$ cat src/rtl/pong_collision_score.sv
// pong_collision_score: per-pixel collision/wall detector and score keeper.
// Gathers ball/paddle overlap and top/bottom wall contact over a frame,
// judges the frame at fsync, emits one-cycle hit/miss pulses to the ball
// block and runs the SERVE / PLAY / GAMEOVER game flow.
module pong_collision_score #(
    parameter int VRES         = 720,
    parameter int WIN_SCORE    = 7,
    parameter int SERVE_FRAMES = 60
) (
    input  logic               pixel_clk,
    input  logic               rst,
    input  logic               fsync,
    input  logic signed [11:0] hpos,
    input  logic signed [11:0] vpos,
    input  logic               ball_active,
    input  logic               paddle1_active,
    input  logic               paddle2_active,
    output logic               hit_p1,
    output logic               hit_p2,
    output logic               miss_top,
    output logic               miss_bottom,
    output logic [3:0]         score1,
    output logic [3:0]         score2,
    output logic               serve,
    output logic               game_over,
    output logic [1:0]         state
);

    typedef enum logic [1:0] {
        ST_SERVE    = 2'b00,
        ST_PLAY     = 2'b01,
        ST_GAMEOVER = 2'b10
    } state_e;

    localparam logic signed [11:0] BOTTOM_ROW = 12'(VRES - 1);
    localparam logic [3:0]         WIN        = 4'(WIN_SCORE);
    localparam logic [7:0]         LAST_SERVE = 8'(SERVE_FRAMES - 1);

    // Column position plays no part in any event; kept on the port for raster symmetry.
    logic unused_hpos;
    assign unused_hpos = ^hpos;

    // Frame accumulators
    logic h1_q, h2_q, t_q, b_q;
    logic h1_d, h2_d, t_d, b_d;

    // Game state
    state_e     state_q;
    logic [7:0] frame_cnt_q;
    logic [3:0] score1_q, score2_q;
    logic [3:0] score1_inc, score2_inc;
    logic       hit_p1_q, hit_p2_q, miss_top_q, miss_bottom_q;
    logic       serve_q, game_over_q;

    // Sticky per-frame event flags; the pixel on the fsync cycle is dropped.
    always_comb begin
        h1_d = h1_q | (ball_active & paddle1_active);
        h2_d = h2_q | (ball_active & paddle2_active);
        t_d  = t_q  | (ball_active & (vpos == 12'sd0));
        b_d  = b_q  | (ball_active & (vpos == BOTTOM_ROW));
        if (fsync) begin
            h1_d = 1'b0;
            h2_d = 1'b0;
            t_d  = 1'b0;
            b_d  = 1'b0;
        end
    end

    // Accumulator registers, cleared by reset.
    always_ff @(posedge pixel_clk) begin
        if (rst) begin
            h1_q <= 1'b0;
            h2_q <= 1'b0;
            t_q  <= 1'b0;
            b_q  <= 1'b0;
        end else begin
            h1_q <= h1_d;
            h2_q <= h2_d;
            t_q  <= t_d;
            b_q  <= b_d;
        end
    end

    // Saturating score increments so a score can never pass WIN_SCORE.
    always_comb begin
        score1_inc = (score1_q < WIN) ? score1_q + 4'd1 : score1_q;
        score2_inc = (score2_q < WIN) ? score2_q + 4'd1 : score2_q;
    end

    // Game FSM: judges the finished frame at fsync, updates scores and pulses.
    always_ff @(posedge pixel_clk) begin
        if (rst) begin
            state_q       <= ST_SERVE;
            frame_cnt_q   <= '0;
            score1_q      <= '0;
            score2_q      <= '0;
            hit_p1_q      <= 1'b0;
            hit_p2_q      <= 1'b0;
            miss_top_q    <= 1'b0;
            miss_bottom_q <= 1'b0;
            serve_q       <= 1'b1;
            game_over_q   <= 1'b0;
        end else begin
            hit_p1_q      <= 1'b0;
            hit_p2_q      <= 1'b0;
            miss_top_q    <= 1'b0;
            miss_bottom_q <= 1'b0;
            if (fsync) begin
                unique case (state_q)
                    ST_SERVE: begin
                        if (frame_cnt_q == LAST_SERVE) begin
                            frame_cnt_q <= '0;
                            state_q     <= ST_PLAY;
                            serve_q     <= 1'b0;
                        end else begin
                            frame_cnt_q <= frame_cnt_q + 8'd1;
                        end
                    end
                    ST_PLAY: begin
                        hit_p1_q      <= h1_q;
                        hit_p2_q      <= h2_q;
                        miss_top_q    <= t_q;
                        miss_bottom_q <= b_q;
                        if (t_q && b_q) begin
                            // Ball touched both walls in one frame: no point, re-serve.
                            state_q <= ST_SERVE;
                            serve_q <= 1'b1;
                        end else if (t_q) begin
                            score2_q <= score2_inc;
                            if (score2_inc == WIN) begin
                                state_q     <= ST_GAMEOVER;
                                game_over_q <= 1'b1;
                            end else begin
                                state_q <= ST_SERVE;
                                serve_q <= 1'b1;
                            end
                        end else if (b_q) begin
                            score1_q <= score1_inc;
                            if (score1_inc == WIN) begin
                                state_q     <= ST_GAMEOVER;
                                game_over_q <= 1'b1;
                            end else begin
                                state_q <= ST_SERVE;
                                serve_q <= 1'b1;
                            end
                        end
                    end
                    ST_GAMEOVER: begin
                        state_q <= ST_GAMEOVER;
                    end
                    default: begin
                        state_q     <= ST_SERVE;
                        frame_cnt_q <= '0;
                        serve_q     <= 1'b1;
                        game_over_q <= 1'b0;
                    end
                endcase
            end
        end
    end

    assign hit_p1      = hit_p1_q;
    assign hit_p2      = hit_p2_q;
    assign miss_top    = miss_top_q;
    assign miss_bottom = miss_bottom_q;
    assign score1      = score1_q;
    assign score2      = score2_q;
    assign serve       = serve_q;
    assign game_over   = game_over_q;
    assign state       = state_q;

endmodule

$ cat config.mk
export PLATFORM = sky130hd
export DESIGN_NAME = pong_collision_score
export DESIGN_NICKNAME = d
export VERILOG_FILES = /design/src/rtl/pong_collision_score.sv
export SDC_FILE = /design/constraint.sdc
export NUM_CORES = 1
export LEC_CHECK = 0
export CAP_MARGIN = 40
export CELL_PAD_IN_SITES_DETAIL_PLACEMENT = 2
export CELL_PAD_IN_SITES_GLOBAL_PLACEMENT = 2
export CORE_UTILIZATION = 30
export CTS_BUF_LIST = sky130_fd_sc_hd__clkbuf_16
export CTS_CLUSTER_DIAMETER = 40
export DETAILED_ROUTE_END_ITERATION = 8
export DONT_BUFFER_PORTS = 1
export MAX_ROUTING_LAYER = met4
export PLACE_DENSITY = 0.77
export SLEW_MARGIN = 20
export SYNTH_ARGS = -nofsm -noshare
export SYNTH_HDL_FRONTEND = slang
export SYNTH_SLANG_ARGS = --single-unit
$ cat constraint.sdc
create_clock -name pixel_clk -period 5.08 [get_ports pixel_clk]
set_clock_uncertainty 0.05 [all_clocks]
set_input_delay 0.508 -clock pixel_clk [delete_from_list [all_inputs] [get_ports pixel_clk]]
set_output_delay 0.508 -clock pixel_clk [all_outputs]
set_load 0.1 [all_outputs]
==> run metrics <==
register area 561 sq um; period utilization 43.9%; PwrDens 284 nW/um^2; Die W 66.6 um; WL per Instance 17.2 um; Vias/cell 5.30; Multi-input gate area 662 sq um; Vias 1097; CTS tree built; kind of critical path reg -> reg; Root Driver clkbuf_16; Overall Power 468 uW; Slew Viols, Final 0; setup repair after global routing missed its margin false; Internal Pwr Total 384 uW; Lkg Pwr 0.643 nW; Initial Utilization 31.3%; required time worst endpoint 5.18 ns; MaxCap Viol Count 0; status complete, no violations; Syn Nets 176; core area 4000 sq um; Netlist cell types 33; clock sinks 28; top cells by area, synth dfxtp_1 (45%), nor2_1 (7.5%), ha_1 (6.0%), xnor2_1 (4.2%), xor2_1 (3.5%); Slew Limit Headroom 63.6%; top-count cell post-synth dfxtp_1; P_sw 84.4 uW; Yosys top cell area share 44.7%; Yosys warnings 0; number of antenna violations at the first check in global routing 0; Post-synth top cells dfxtp_1 (28), nor2_1 (25), nand2_1 (8); pre-CTS setup slack 3.00 ns; layout cells sized above 1 14.0%; min setup slack post-route 2.85 ns; startpoint class of the critical path flip-flop; Post-CTS Setup Inserts 0; Tmin final 2.23 ns; Mapped Cells 140; Clock Latency Late Sink 0.26 ns; Post-Syn Area per Cell 8.96 sq um; initial DRC count 20; dominant cell type by area after synthesis dfxtp_1; Vert. Die Dim 66.6 um; DIE AREA 4440 sq um; Crit Path Max Fanout 6; Hold Fails Final Rpt 0; IO buf count 0; H-tree depth 1; Post-layout nets 194; fillers 447; largest net degree at the start of global routing 19; Clk pin slew, worst setup/hold paths 0.07 ns; DRC violations left 0; TritonCTS buffer count 3; Mapped Area 1250 sq um; Final setup viols 0; GRT busiest layer met2; sequential-to-total area share from yosys stat 44.7%; GR Layer Usage met3 3.08%; Antenna Nets Post-Route 0; Peak VDD IR 0.000127 V; Reg power frac 47.9%; met1 global-route usage 20.5%; Critical Path End Type flip-flop; Hold Crit Class in -> reg; drt pass-1 iters 4; Worst-Margin Slew 0.541 ns; total wire length 3.57 mm; P&R area growth vs syn 31.5%; num ports 46; routability cong. 0.745; hold_buf cts 0; GRT Overall Usage 18.6%; FP Rows 23; crit path DAT 2.33 ns; Logic pwr share 2.4%; CTS resizes 0; vias in the first global route 1211; post-DP HPWL 2.62 mm; f_max 0.448 GHz; first-pass GRT wire length 5.98 mm; asr flop ratio synth 0%; met2 Use GR 33.6%; most used flip-flop cell after synthesis dfxtp_1; Post-synth EDFFs 0; Total Negative Setup Slacks 0 ns; Max clock buf depth 2; Overflow after GRT 0; Clk pwr share 49.7%; #FFs+latches synth 28; switching part of the total power 18.0%; # diodes 0
## cell usage in the layout, fill, tap and decap left out, types with 2 or more instances in the layout
| cell | netlist | layout |
|---|---|---|
| nand4_1 | 5 | 5 |
| nor3_1 | 7 | 7 |
| inv_1 | 5 | 5 |
| nand2_1 | 8 | 8 |
| mux2i_1 | 3 | 3 |
| clkbuf_16 | 0 | 3 |
| a21oi_1 | 6 | 6 |
| a21o_1 | 2 | 2 |
| xor2_1 | 5 | 5 |
| dfxtp_1 | 28 | 28 |
| nor3b_1 | 2 | 2 |
| nand3_1 | 4 | 4 |
| and2_1 | 6 | 6 |
| a31oi_1 | 2 | 2 |
| xnor2_1 | 6 | 6 |
| nor2b_1 | 3 | 3 |
| nor2_1 | 25 | 25 |
| ha_1 | 6 | 6 |
| buf_8 | 0 | 16 |
## per-stage QoR
step	util (%)	std cells	hold slack, ns	area (sq um)
2_1_floorplan	-	140	0.381	1250
3_3_place_gp	32.6	187	0.399	1300
3_5_place_dp	38.6	203	0.403	1540
4_1_cts	41.2	207	0.260	1650
5_1_grt	41.2	207	0.256	1650
6_report	41.2	207	0.264	1650
## power by group through the flow
stage | registers (mW) | clock network [mW] | logic (mW)
floorplan | 0.228 | 0 | 0.0107
global placement | 0.229 | 0 | 0.00917
detailed placement | 0.229 | 0 | 0.0105
CTS | 0.224 | 0.238 | 0.0112
global route | 0.224 | 0.243 | 0.0124
finish | 0.224 | 0.233 | 0.0111
## kinds of logic after synthesis
group / after synthesis / synth area share [%]
and+or+nand+nor: 64 / 24.9
DFF: 28 / 44.7
AOI/OAI and AO/OA: 20 / 11.9
xor gates and xnor gates: 11 / 7.68
buffers and inverters: 8 / 2.50
adders and majority gates: 6 / 5.99
muxes: 3 / 2.40
## area by class of cell
| class | instances | area share (%) |
|---|---|---|
| Multi-Input combinational cell | 104 | 40.1 |
| Sequential cell | 28 | 34.0 |
| Timing Repair Buffer | 16 | 14.6 |
| Clock buffer | 3 | 4.55 |
| Tap cell | 50 | 3.79 |
| Clock inverter | 1 | 1.82 |
| Inverter | 5 | 1.14 |
## registers in the layout (all words and copies together) (netlist names)
name,flops
score2,4
t_q,1
game_over,1
serve,1
miss_bottom,1
hit_p2,1
state,2
score1,4
frame_cnt_q,8
miss_top,1
b_q,1
h2_q,1
hit_p1,1
h1_q,1
## worst paths after layout
| path | from | end | slack (ns) | depth (start not counted) |
|---|---|---|---|---|
| worst max-delay path | state[1] | serve | 2.85 | 6 |
| worst min-delay path | fsync | h1_q | 0.26 | 1 |
| worst max register to register | state[1] | serve | 2.85 | 6 |
| worst min register to register | h2_q | hit_p2 | 0.42 | 1 |
## critical path, cell delays in order, from the launching register on
cell	delay (ns)
dfxtp_1	0.40
inv_1	0.10
ha_1	0.27
a21boi_0	0.47
nand2_1	0.22
a211o_1	0.31
a221o_1	0.29
## per-layer routing
metal | up-vias | routed length [um]
li1 | 524 | -
met1 | 550 | 1440
met3 | 6 | 115
met2 | 17 | 1970
met5 | - | 0
met4 | 0 | 41
Note: power is estimated with default switching activity, not from simulation.
